## config.mk

```make
export PLATFORM = sky130hd
export DESIGN_NAME = offset_scanner
export DESIGN_NICKNAME = d
export VERILOG_FILES = /design/src/rtl/cache_pkg.sv /design/src/rtl/prio_enc32.sv /design/src/rtl/offset_scanner.sv
export SDC_FILE = /design/constraint.sdc
export NUM_CORES = 1
export LEC_CHECK = 0
export BUFFER_PORTS_ARGS = -buffer_cell sky130_fd_sc_hd__buf_2
export CAP_MARGIN = 10
export CORE_UTILIZATION = 63
export CTS_BUF_LIST = sky130_fd_sc_hd__clkbuf_8
export CTS_CLUSTER_SIZE = 28
export DETAILED_ROUTE_END_ITERATION = 6
export PLACE_DENSITY_LB_ADDON = 0.15
export SYNTH_ARGS = -nofsm -noshare
export SYNTH_HDL_FRONTEND = slang
export SYNTH_SLANG_ARGS = --single-unit
export TNS_END_PERCENT = 5
```

## constraint.sdc

```tcl
create_clock -name clk -period 7.75 [get_ports clk]
set_input_delay 0.775 -clock clk [delete_from_list [all_inputs] [get_ports clk]]
set_output_delay 0.775 -clock clk [all_outputs]
set_load 0.02 [all_outputs]
```

## src/rtl/cache_pkg.sv

```systemverilog
// cache_pkg: shared defaults and state encoding for the offset scanner.
package cache_pkg;
  localparam int MASK_W_DEF = 32;
  localparam int OFF_W_DEF  = 5;
  typedef enum logic [1:0] {IDLE, SCAN, DONE} scan_state_e;
endpackage

```

## src/rtl/prio_enc32.sv

```systemverilog
// prio_enc32: combinational lowest-set-bit encoder (index plus any-set flag).
module prio_enc32
  import cache_pkg::*;
#(
  parameter int W  = MASK_W_DEF,
  parameter int IW = OFF_W_DEF
) (
  input  logic [W-1:0]  mask,
  output logic [IW-1:0] idx,
  output logic          any
);
  always_comb begin
    idx = '0;
    for (int i = W - 1; i >= 0; i--)
      if (mask[i]) idx = IW'(i);
  end
  assign any = |mask;
endmodule

```

## src/rtl/offset_scanner.sv

```systemverilog
// offset_scanner: converts a word mask into a stream of set-bit offsets, LSB first.
// Define OFFSET_SCANNER_ONEHOT_EN to add the one-hot word_en output.
module offset_scanner
  import cache_pkg::*;
#(
  parameter int MASK_W = MASK_W_DEF,
  parameter int OFF_W  = OFF_W_DEF
) (
  input  logic              clk,
  input  logic              rst_n,
  input  logic              start,
  input  logic [MASK_W-1:0] mask_in,
  input  logic              abort,
  input  logic              out_ready,
`ifdef OFFSET_SCANNER_ONEHOT_EN
  output logic [MASK_W-1:0] word_en,
`endif
  output logic              start_ready,
  output logic [OFF_W-1:0]  offset,
  output logic              out_valid,
  output logic              done,
  output logic              busy
);
  scan_state_e       state_q, state_d;
  logic [MASK_W-1:0] mask_q, mask_d;
  logic [OFF_W-1:0]  offset_q, offset_d;
  logic              out_valid_q, out_valid_d;
  logic              done_q, done_d;
  logic [OFF_W-1:0]  nxt_idx;
  logic              nxt_any;
  logic              load, xfer;
  assign load = state_q == IDLE && start;
  assign xfer = state_q == SCAN && out_valid_q && out_ready;
  // Clearing the lowest set bit is exactly the bit currently presented on offset.
  always_comb begin
    mask_d = abort ? '0 : load ? mask_in : xfer ? mask_q & (mask_q - MASK_W'(1)) : mask_q;
  end
  prio_enc32 #(.W(MASK_W), .IW(OFF_W)) u_enc (
    .mask (mask_d),
    .idx  (nxt_idx),
    .any  (nxt_any)
  );
  // Outputs are computed from the next mask so they are registered yet still show latency 1.
  always_comb begin
    state_d = abort ? IDLE
            : load ? (nxt_any ? SCAN : DONE)
            : state_q == SCAN ? (nxt_any ? SCAN : DONE)
            : IDLE;
    out_valid_d = state_d == SCAN;
    offset_d    = state_d == SCAN ? nxt_idx : '0;
    done_d      = state_d == DONE;
  end
  always_ff @(posedge clk or negedge rst_n) begin
    if (!rst_n) begin
      state_q     <= IDLE;
      mask_q      <= '0;
      offset_q    <= '0;
      out_valid_q <= 1'b0;
      done_q      <= 1'b0;
    end else begin
      state_q     <= state_d;
      mask_q      <= mask_d;
      offset_q    <= offset_d;
      out_valid_q <= out_valid_d;
      done_q      <= done_d;
    end
  end
  assign start_ready = state_q == IDLE;
  assign busy        = state_q == SCAN || state_q == DONE;
  assign offset      = offset_q;
  assign out_valid   = out_valid_q;
  assign done        = done_q;
`ifdef OFFSET_SCANNER_ONEHOT_EN
  assign word_en = out_valid_q ? MASK_W'(1) << offset_q : '0;
`endif
endmodule

```

# == After elaboration in Yosys (flattened, before gate mapping) ==
# Index checks and enable logic that the tools add are counted.
# totals
ff_bits,41
input_bits,37
output_inout_bits,9
elab_cells,57
# classes
add_sub_neg,1
n_eq_ne,4
n_mux,40
n_bitwise,1
reduce_logical,6
# ops
operator,count
5-bit two-way mux,33
32-bit two-way mux,3
32-bit bitwise AND,1
32-bit OR reduction,1
"32-bit by 1-bit subtractor with 32-bit output, second input constant",1
2-bit two-way mux,4
"2-bit by 1-bit equality test with 1-bit output, second input constant",2
"2-bit equality test, second input constant",2
1-bit logical AND,3
2-bit logical NOT,1
1-bit logical OR,1

# == Logic depth before layout (Yosys ltp) ==
# Gate-level depths: netlist of run 1.
# depth
ltp_word,39
ltp_mapped,12
ltp_nobuf,11

# == Hierarchy ==
# A second synthesis of run 1 with hierarchy kept.
# unflattened
cells_unflattened,260
area_unflattened_um2,2282.2
# modules_own_cells
mod,instances,cells_per_inst,area_per_inst_um2,seq_area_each_um2
offset_scanner,1,195,1896.8,1026.0
prio_enc32,1,65,385.4,0.0

# == Least setup slack after synthesis of run 1 ==
# No wires, ideal clock.
# synth_timing
path_kind,input port to flip-flop
startpoint,input port out_ready
endpoint,register out_valid_q (netlist: out_valid)
setup_time_ps,140
t_arrival_ps,2927
required_time_ps,7610
setup_slack_ps,4683
path_stages,9
n_path_buf,1
path_cell_list,and3_1 clkbuf_8 nand4_1 or3_1 a32o_2 or3b_1 nand4b_2 nor4_4 a311oi_1
# synth_between
elab_chain_cells,10
# synth_lines
element,line_no,text
from (decl),offset_scanner.sv:14,"input logic out_ready,"
1-bit logical AND (*),offset_scanner.sv:33,assign xfer = state_q == SCAN && out_valid_q && out_ready;
32-bit two-way mux (*) (3 in series),offset_scanner.sv:36,mask_d = abort ? '0 : load ? mask_in : xfer ? mask_q & (mask_q - MASK_W'(1)) : mask_q;
named net mask_d[18],offset_scanner.sv:25,"logic [MASK_W-1:0] mask_q, mask_d;"
32-bit OR reduction (*),prio_enc32.sv:17,assign any = |mask;
2-bit two-way mux (*),"offset_scanner.sv:46, offset_scanner.sv:47",
2-bit two-way mux,offset_scanner.sv:47,: state_q == SCAN ? (nxt_any ? SCAN : DONE)
2-bit two-way mux (*),offset_scanner.sv:46,: load ? (nxt_any ? SCAN : DONE)
2-bit two-way mux (*),offset_scanner.sv:45,state_d = abort ? IDLE
2-bit by 1-bit equality test with 1-bit output (*),offset_scanner.sv:49,out_valid_d = state_d == SCAN;
named net out_valid_d,offset_scanner.sv:27,"logic out_valid_q, out_valid_d;"
to (signal assigned),offset_scanner.sv:64,out_valid_q <= out_valid_d;
to (decl),offset_scanner.sv:27,
# The timed path passes the listed nets; every way through them passes the cells marked *.

# == Worst setup path in the final report of run 1 ==
# layout_timing
startpoint,input port abort
endpoint,register out_valid_q (netlist: out_valid)
# layout_between
elab_chain_cells,7
# layout_lines
element,line_no,text
from (decl),offset_scanner.sv:13,"input logic abort,"
32-bit two-way mux,offset_scanner.sv:36,
32-bit OR reduction,prio_enc32.sv:17,
2-bit two-way mux,"offset_scanner.sv:46, offset_scanner.sv:47",
2-bit two-way mux,offset_scanner.sv:47,
2-bit two-way mux,offset_scanner.sv:46,
2-bit two-way mux (*),offset_scanner.sv:45,
2-bit by 1-bit equality test with 1-bit output (*),offset_scanner.sv:49,
named net out_valid_d,offset_scanner.sv:27,
# Marks and branches as above.

==> impl_metrics.yaml, run 1 <==
outcome:
  status: "finished clean"
logic_synthesis:
  syn_area_mm2: 0.002720
  synthTopCellsByArea: "dfrtp_1 38%, nand2_1 5.1%, nor2_1 3.0%, a21oi_1 2.9%, o21ai_0 2.8%"
  ys_seq_area_share_pct: 37.72
  synth_top_area_cell: "dfrtp_1"
  synthFlopType: "dfrtp_1"
  synthArstFlopShare_pct: 100.0
  synth_cells: 304
  yosysWarnings: 0
  avgSynthCellArea_um2: 8.948
  synth.distinct_cells: 68
  synthTopCellsByCount: "41 x dfrtp_1, 37 x nand2_1, 22 x nor2_1"
  synth_top_area_share_pct: 37.72
  synth-seq-cells: 41
  synth_most_common_cell: "dfrtp_1"
  synth_nets: 343
  synth-edff-count: 0
power_and_ir_drop:
  powerDensity_mw_per_mm2: 188.9
  switching_share_pct: 36.78
  power.internal_uw: 359.7
  peakVddDrop_uv: 116.1
  leakagePower_nw: 1.417
  power.clock.fraction_pct: 24.2
  seq_power_share_pct: 43.0
  p_comb_share_pct: 32.8
  p_sw_uw: 209.3
timing:
  whs_ps: 599.8
  skew_ps: 6.665
  fmax_mhz: 285.1
  slew_headroom_pct: 39.37
  hold_violations: 0
  period_needed_ps: 3508
  finalCritPeriodShare_pct: 45.27
  setup_viol: 0
  setup-tns-final_ps: 0
  grt_setup_unrepaired: "false"
  worst_slew_pin_slew_ps: 909.5
  slew_viol_final: 0
critical_path:
  critical_path_cell_count: 9
  cp_max_fo: 25
  critPathCaptureType: "flip-flop"
  cp_data_required_time_ps: 7900
  worstReg2RegEnd: "out_valid"
  start_kind: "input port"
  worstSetupPathType: "input port to flip-flop"
  cp.buffers_inverters: 1
  endpoint: "out_valid"
  startpoint: "abort"
  r2r-start: "state_q[1]"
  cp_data_arrival_time_ps: 3660
  worstPathCellList: "buf_2 -> and3b_1 -> a2111oi_0 -> a41o_1 -> o211ai_1 -> nor3_2 -> nand4b_2 -> nor4_4 -> a311oi_1"
  path_delay_family: "simple AND/OR/NAND/NOR gates"
  max_stage_delay_ps: 530
  reg2reg_depth: 10
  rrSetupSlack_ps: 4340
  crit_path_top_delay_cell: "and3b_1"
cells_and_area:
  multi_input_area_mm2: 0.001560
  regArea_mm2: 0.001026
  finalInstanceArea_mm2: 0.003013
  areaGrowthSynthToFinish_pct: 10.76
  fin_cells: 397
  drive_above_1_share_pct: 22.19
  n_antenna_cell: 0
  nets: 385
  fillerInstances: 313
placement:
  placed_cell_area_mm2: 0.002927
  place.detailed.hpwl_mm: 5.424
  dp.cells: 389
  io_buffer_count: 45
  gp_congestion: 0.9301
global_route:
  top_usage_layer: "met2"
  grt_max_degree: 42
  grt_pass1_vias: 2385
  grt_pass1_wl_mm: 11.73
  antenna_found_initial: 0
  grtUsageMet3_pct: 6.926
  grt-ovfl-total: 0
  grtUsageTotal_pct: 35.64
  gr-usage-met1_pct: 50.00
  met2_usage_pct: 52.23
clock_network:
  cts-root-buf: "clkbuf_8"
  cts_resized: 0
  htreeDepth: 2
  hold_buffers: 0
  cts_buffer_depth: 2
  clk_pin_slew_ps: 80
  numCtsBuffers: 5
  cts_setup_buffers: 0
  cts.sinks: 41
  cts_tree: "yes"
  clk_latency_ps: 300
floorplan:
  core_area_mm2: 0.004086
  die-area_mm2: 0.004585
  io_pins: 46
  rows: 23
  die_y_um: 67.71
  die_w_um: 67.71
  start_util_pct: 66.56
detailed_routing:
  wirelength_mm: 7.584
  wire_per_inst_um: 19.10
  drcViolationCount: 0
  drt_iter0_drc: 358
  via_per_inst: 7.141
  vias: 2835
  ant_nets: 0
  drt-pass1-iter-count: 5
worst_hold_path:
  hp-class: "input port to async pin"
run:
  maxCapViolations: 0
flip-flops by register name, summed over array words and instances (netlist names):
signal,flops
state_q,2
out_valid,1
done,1
mask_q,32
offset,5
per-layer routing:
metal  wire, µm  vias to the layer above
met2       3207                      214
met4        266                        0
met3        781                       26
met1       3328                     1330
li1           -                     1265
met5          0                        -
worst reg2reg max path, stage by stage, from the launching register on:
cell and delay [ps]:
dfrtp_1 360, inv_1 70, ha_1 190, and3_1 370, nand4_2 340, o211a_1 330
nor3_1 260, or3b_1 430, nand4b_2 270, nor4_4 450, a311oi_1 200
worst min path at each step:
stage            endpoint  startpoint  depth (start not counted)
2_1_floorplan        done       rst_n                          0
3_3_place_gp    mask_q[5]   mask_q[5]                          2
3_5_place_dp    mask_q[5]   mask_q[5]                          2
4_1_cts        mask_q[28]       rst_n                          1
5_1_grt        mask_q[22]  mask_q[22]                          2
6_report       mask_q[28]       rst_n                          1
stage by stage:
stage	setup slack (ps)	util, %	total power, mW
2_1_floorplan	4683	-	0.3754
3_3_place_gp	4124	71.62	0.4241
3_5_place_dp	4079	71.62	0.4277
4_1_cts	4295	73.73	0.5644
5_1_grt	4026	73.73	0.5975
6_report	4242	73.73	0.5690
layout by cell type (no fill, tap or decap), types with 3 or more instances in the layout:
master    count
dfrtp_1      41
nor3_2        4
nand4_1       6
nor4_4        3
clkbuf_8      5
nor3b_1       3
nor2_1       22
and3_1        4
a21o_1        4
and2_1        5
o21ai_1       3
nor3_1        8
nand2_1      37
nor4_1        6
o21ai_0      15
a31oi_1       6
a211oi_1      5
a311oi_1      4
inv_1        12
o211ai_1      9
nand2b_1      4
nand3_1      13
a211o_1       5
or4_1         3
a32oi_1       4
o31ai_1       4
a21oi_1      16
buf_2        45
power by group through the flow:
stage	combinational (mW)	sequential [mW]	clock, mW
floorplan	0.126	0.249	0
global placement	0.176	0.248	0
detailed placement	0.180	0.248	0
CTS	0.181	0.244	0.139
global route	0.202	0.246	0.149
finish	0.187	0.245	0.138
area by class of cell:
class | count | share of cell area, %
Clock buffer | 5 | 2.284
Clock inverter | 3 | 0.5814
Tap cell | 50 | 2.076
Inverter | 12 | 1.495
Sequential cell | 41 | 34.05
Multi-Input combinational cell | 240 | 51.79
Timing Repair Buffer | 46 | 7.724
logic make-up after synthesis:
logic type	after synthesis	synth area share [%]
AOI/OAI and AO/OA	100	26.04
muxes	3	1.196
and+or+nand+nor	135	29.21
DFF	41	37.72
adders and majority gates	2	0.9198
buffers and inverters	23	4.921
Power figures use the tool's default switching activity.
==> run 2, diff against run 1 <==
--- a/config.mk
+++ b/config.mk
@@ -5,9 +5,10 @@
 export SDC_FILE = /design/constraint.sdc
 export NUM_CORES = 1
 export LEC_CHECK = 0
+export ABC_AREA = 1
 export BUFFER_PORTS_ARGS = -buffer_cell sky130_fd_sc_hd__buf_2
 export CAP_MARGIN = 10
-export CORE_UTILIZATION = 63
+export CORE_UTILIZATION = 52
 export CTS_BUF_LIST = sky130_fd_sc_hd__clkbuf_8
 export CTS_CLUSTER_SIZE = 28
 export DETAILED_ROUTE_END_ITERATION = 6
==> constraint.sdc (replaced) <==
create_clock -name clk -period 3.2 [get_ports clk]
set_input_delay 0.32 -clock clk [delete_from_list [all_inputs] [get_ports clk]]
set_output_delay 0.32 -clock clk [all_outputs]
set_load 0.02 [all_outputs]
==> impl_metrics.yaml, run 2 <==
floorplan:
  die_w_um: 73.15
  start_util_pct: 55.01
  die_y_um: 73.15
  core_area_mm2: 0.004786
  rows: 25
  io_pins: 46
  die-area_mm2: 0.005351
placement:
  dp_slack_ps: 91.82
  place.detailed.hpwl_mm: 5.471
  io_buffer_count: 45
  placed_cell_area_mm2: 0.002944
  gp_congestion: 0.9089
timing:
  finalCritPeriodShare_pct: 93.65
  finalWorstSetupSlack_ps: 203.3
  setup_viol: 0
  slew_headroom_pct: 36.78
  grt_setup_unrepaired: "true"
  period_needed_ps: 2997
  skew_ps: 4.718
  worst_slew_pin_slew_ps: 948.3
  setup-tns-final_ps: 0
  hold_violations: 0
  slew_viol_final: 0
  fmax_mhz: 333.7
power_and_ir_drop:
  leakagePower_nw: 1.701
  powerDensity_mw_per_mm2: 443.6
  peakVddDrop_uv: 293.9
cells_and_area:
  drive_above_1_share_pct: 22.00
  areaGrowthSynthToFinish_pct: 22.10
  largest_register: "mask_q"
  final_common_cell: "nand2_1"
  largest_reg_flops: 32
  nets: 497
  layout_common_cells: "104 x nand2_1, 60 x nor2_1, 59 x inv_1"
  finalInstanceArea_mm2: 0.003214
  n_antenna_cell: 0
detailed_routing:
  drcViolationCount: 0
  vias: 2751
  wire_per_inst_um: 13.92
  drt_iter0_drc: 199
  drt-pass1-iter-count: 4
  ant_nets: 0
  via_per_inst: 5.230
  wirelength_mm: 7.323
logic_synthesis:
  synth_top_family_by_area: "simple AND/OR/NAND/NOR gates"
  synth_fa_ha_area_share_pct: 0.9506
  synthTopCellsByCount: "105 x nand2_1, 66 x nor2_1, 60 x inv_1"
  synth-edff-count: 0
  yosysWarnings: 0
  synthTopCellsByArea: "dfrtp_1 39%, nand2_1 15%, nor2_1 9.4%, inv_1 8.6%, o21ai_0 4.9%"
  synthFlopType: "dfrtp_1"
  synth_cells: 399
  syn_area_mm2: 0.002633
  synth_xor_xnor_area_share_pct: 0
  synth_top_area_share_pct: 38.97
  avgSynthCellArea_um2: 6.598
  synth_top_area_cell: "dfrtp_1"
  ys_seq_area_share_pct: 38.97
  synthArstFlopShare_pct: 100.0
  synth_most_common_cell: "nand2_1"
  synth.distinct_cells: 34
  synth_nets: 438
  synth-seq-cells: 41
  synth-compound-area-share_pct: 13.64
  synthSimpleGateAreaFrac_pct: 35.98
  synthMuxAreaShare_pct: 0
clock_network:
  cts-root-buf: "clkbuf_8"
  cts_buffer_depth: 2
  clk_pin_slew_ps: 90
  clk_latency_ps: 300
  hold_buffers: 0
  numCtsBuffers: 5
  cts.sinks: 41
  htreeDepth: 2
  cts_tree: "yes"
global_route:
  grt_pass1_vias: 2511
  grtUsageTotal_pct: 29.19
  grt-ovfl-total: 0
  grt_max_degree: 42
  grt_pass1_wl_mm: 11.68
  antenna_found_initial: 0
critical_path:
  cp_data_arrival_time_ps: 3230
  cp_data_required_time_ps: 3430
  cp.buffers_inverters: 1
  cp_max_fo: 5
  cp_common_cell: "nand2_1"
  path_delay_family: "simple AND/OR/NAND/NOR gates"
  worstReg2RegEnd: "offset[0]"
  worstSetupPathType: "flip-flop to flip-flop"
  rrSetupSlack_ps: 200
  reg2reg_depth: 38
  crit_path_top_delay_cell: "dfrtp_1"
  max_stage_delay_ps: 390
  critPathCaptureType: "flip-flop"
  r2r-start: "state_q[1]"
  start_kind: "flip-flop"
worst_hold_path:
  hp-class: "input port to async pin"
outcome:
  status: "finished clean"
run:
  maxCapViolations: 0
[run 2: cell families after synthesis]
group	count (synthesis)
compound gates	65
flops	41
buf+inv	69
simple gates	222
fa+ha+maj	2
[run 2: worst max path at each step]
stage                end  slack, ps  startpoint  depth (start not counted)
2_1_floorplan  offset[0]        520  state_q[1]                         37
3_3_place_gp   offset[0]        120  state_q[1]                         37
3_5_place_dp   offset[0]         90  state_q[1]                         37
4_1_cts        offset[0]         50  state_q[1]                         37
5_1_grt        offset[0]       -130  state_q[1]                         38
6_report       offset[0]        200  state_q[1]                         38
[run 2: through the flow]
step	std cells	util, %	total power [mW]	hold WS [ps]
floorplan	399	-	0.8562	24.41
global placement	509	61.52	0.9684	509.7
detailed placement	509	61.52	0.9717	517.0
CTS	517	63.92	1.399	191.8
global route	526	67.16	1.512	229.1
finish	526	67.16	1.426	157.7
[run 2: routing by layer]
layer  vias up  track usage (%)  routed length [µm]
met5         -                0                   0
met4         0            9.804                 110
met3        12            4.558                 376
met2        74            45.78                3457
met1      1282            41.07                3378
li1       1383                -                   -
[run 2: timing repair]
item	4_1_cts	5_1_grt
resized for setup	0	22
endpoints found under the hold margin	0	0
setup endpoints to repair	0	4
buffers inserted	0	9
[run 2: worst register-to-register path: cells and delay by family (launching register included)]
family,cells,cell delay [ps]
flip-flops,1,390
AND/OR/NAND/NOR,34,2060
adder cells (fa/ha/maj),1,140
buffers and inverters,1,70
AO/OA/AOI/OAI,2,280
[run 2: power by group]
part	internal [mW]	switching, mW	leakage, nW
sequential	0.554	0.0332	0.545
clock	0.234	0.199	0.0543
combinational	0.142	0.265	1.10
total	0.930	0.496	1.70
[run 2: layout make-up]
class	count	area (µm²)
flip-flops and latches	41	1026
inverters	60	225.2
multi-input cells	289	1415
fillers	452	1572
repair buffers	61	349.1
clock buffers	5	68.82
clock inverters	3	46.29
well taps	67	83.83
==> run 3, diff against run 2 <==
--- a/config.mk
+++ b/config.mk
@@ -7,9 +7,8 @@
 export LEC_CHECK = 0
 export ABC_AREA = 1
 export BUFFER_PORTS_ARGS = -buffer_cell sky130_fd_sc_hd__buf_2
-export CAP_MARGIN = 10
-export CORE_UTILIZATION = 52
-export CTS_BUF_LIST = sky130_fd_sc_hd__clkbuf_8
+export CORE_UTILIZATION = 51
+export CTS_BUF_LIST = sky130_fd_sc_hd__clkbuf_8 sky130_fd_sc_hd__clkbuf_16
 export CTS_CLUSTER_SIZE = 28
 export DETAILED_ROUTE_END_ITERATION = 6
 export PLACE_DENSITY_LB_ADDON = 0.15
==> impl_metrics.yaml, run 3 (synthesized netlist as in run 2, its figures left out) <==
global_route:
  grt_max_degree: 42
  grt_pass1_wl_mm: 11.77
  grtUsageTotal_pct: 28.96
  grt_pass1_vias: 2553
  grt-ovfl-total: 0
  antenna_found_initial: 0
timing:
  period_needed_ps: 2932
  setup-tns-final_ps: 0
  skew_ps: 9.662
  finalCritPeriodShare_pct: 91.61
  hold_violations: 0
  fmax_mhz: 341.1
  setup_viol: 0
  slew_viol_final: 0
  whs_ps: 164.6
  worst_slew_pin_slew_ps: 946.1
  slew_headroom_pct: 36.93
cells_and_area:
  final_common_cell: "nand2_1"
  finalInstanceArea_mm2: 0.003184
  areaGrowthSynthToFinish_pct: 20.96
  fin_cells: 522
  nets: 494
  multi_input_area_mm2: 0.001436
  largest_reg_flops: 32
  drive_above_1_share_pct: 22.64
  fillerInstances: 450
  regArea_mm2: 0.001026
  layout_common_cells: "103 x nand2_1, 58 x inv_1, 56 x nor2_1"
  largest_register: "mask_q"
  n_antenna_cell: 0
worst_hold_path:
  hp-class: "input port to async pin"
placement:
  dp.cells: 509
  io_buffer_count: 45
  place.detailed.hpwl_mm: 5.342
  gp_congestion: 0.9376
  placed_cell_area_mm2: 0.002944
critical_path:
  r2r-start: "mask_q[24]"
  cp_common_cell: "nand2_1"
  worstSetupPathType: "flip-flop to flip-flop"
  endpoint: "offset[0]"
  cp_data_required_time_ps: 3430
  startpoint: "mask_q[24]"
  rrSetupSlack_ps: 270
  crit_path_top_delay_cell: "dfrtp_1"
  start_kind: "flip-flop"
  cp_data_arrival_time_ps: 3160
  max_stage_delay_ps: 430
  reg2reg_depth: 37
  critPathCaptureType: "flip-flop"
  cp_max_fo: 3
  worstReg2RegEnd: "offset[0]"
power_and_ir_drop:
  power.clock.fraction_pct: 26.0
  leakagePower_nw: 1.664
  p_sw_uw: 481.3
  power.internal_uw: 864.2
  peakVddDrop_uv: 270.5
  p_comb_share_pct: 30.3
  power_mw: 1.346
  seq_power_share_pct: 43.7
  switching_share_pct: 35.77
  powerDensity_mw_per_mm2: 422.5
floorplan:
  die_w_um: 73.85
  die-area_mm2: 0.005453
  core_area_mm2: 0.004848
  rows: 25
  start_util_pct: 54.30
  die_y_um: 73.85
  io_pins: 46
clock_network:
  numCtsBuffers: 5
  cts.sinks: 41
  cts_tree: "yes"
  clk_latency_ps: 300
  hold_buffers: 0
  cts_buffer_depth: 2
  htreeDepth: 2
  cts-root-buf: "clkbuf_8"
  clk_pin_slew_ps: 80
outcome:
  status: "finished clean"
run:
  maxCapViolations: 0
detailed_routing:
  wirelength_mm: 7.112
  ant_nets: 0
  drt-pass1-iter-count: 5
  vias: 2715
  wire_per_inst_um: 13.62
  drcViolationCount: 0
  drt_iter0_drc: 216
  via_per_inst: 5.201
-- run 3: cell type report --
class                           count  area share (%)
Multi-Input combinational cell    289           45.11
Clock inverter                      1          0.1179
Timing Repair Buffer               58           10.14
Tap cell                           67           2.633
Inverter                           60           7.191
Sequential cell                    41           32.22
Clock buffer                        6           2.593
-- run 3: critical path, delay by kind of cell, from the launching register on --
kind / cells / cell delay, ps
flip-flops: 1 / 430
AO/OA/AOI/OAI: 1 / 110
AND/OR/NAND/NOR: 36 / 2340
-- run 3: how the worst min path moves through the flow --
stage | start | end | cells past startpoint
finish | rst_n | mask_q[11] | 1
global placement | rst_n | mask_q[13] | 1
detailed placement | rst_n | mask_q[11] | 1
floorplan | rst_n | done | 0
CTS | rst_n | mask_q[19] | 1
global route | rst_n | mask_q[11] | 1
-- run 3: power groups by stage --
stage                     logic (mW)  registers (mW)  clock network (mW)
after floorplan                0.264           0.593                   0
after global placement         0.372           0.593                   0
after detailed placement       0.376           0.593                   0
after CTS                      0.378           0.583               0.354
after global routing           0.464           0.592               0.376
final                          0.408           0.587               0.350
-- run 3: metrics by stage --
step	utilization (%)	setup WS, ps
3_5_place_dp	60.72	142.5
3_3_place_gp	60.72	188.2
5_1_grt	65.68	-53.27
6_report	65.68	268.5
2_1_floorplan	-	520.5
4_1_cts	62.50	114.6
-- run 3: per-layer routing --
metal / wire length, µm / vias to the layer above / track usage [%]
met5: 0 / - / 0
met2: 3395 / 77 / 47.50
met4: 55 / 0 / 8.120
li1: - / 1373 / -
met3: 371 / 8 / 5.075
met1: 3289 / 1257 / 39.24
-- run 3: timing repair --
item                                    CTS  global route
endpoints found under the setup margin    0             3
endpoints found under the hold margin     0             0
gates resized for setup                   0            30
buffers inserted                          0             6
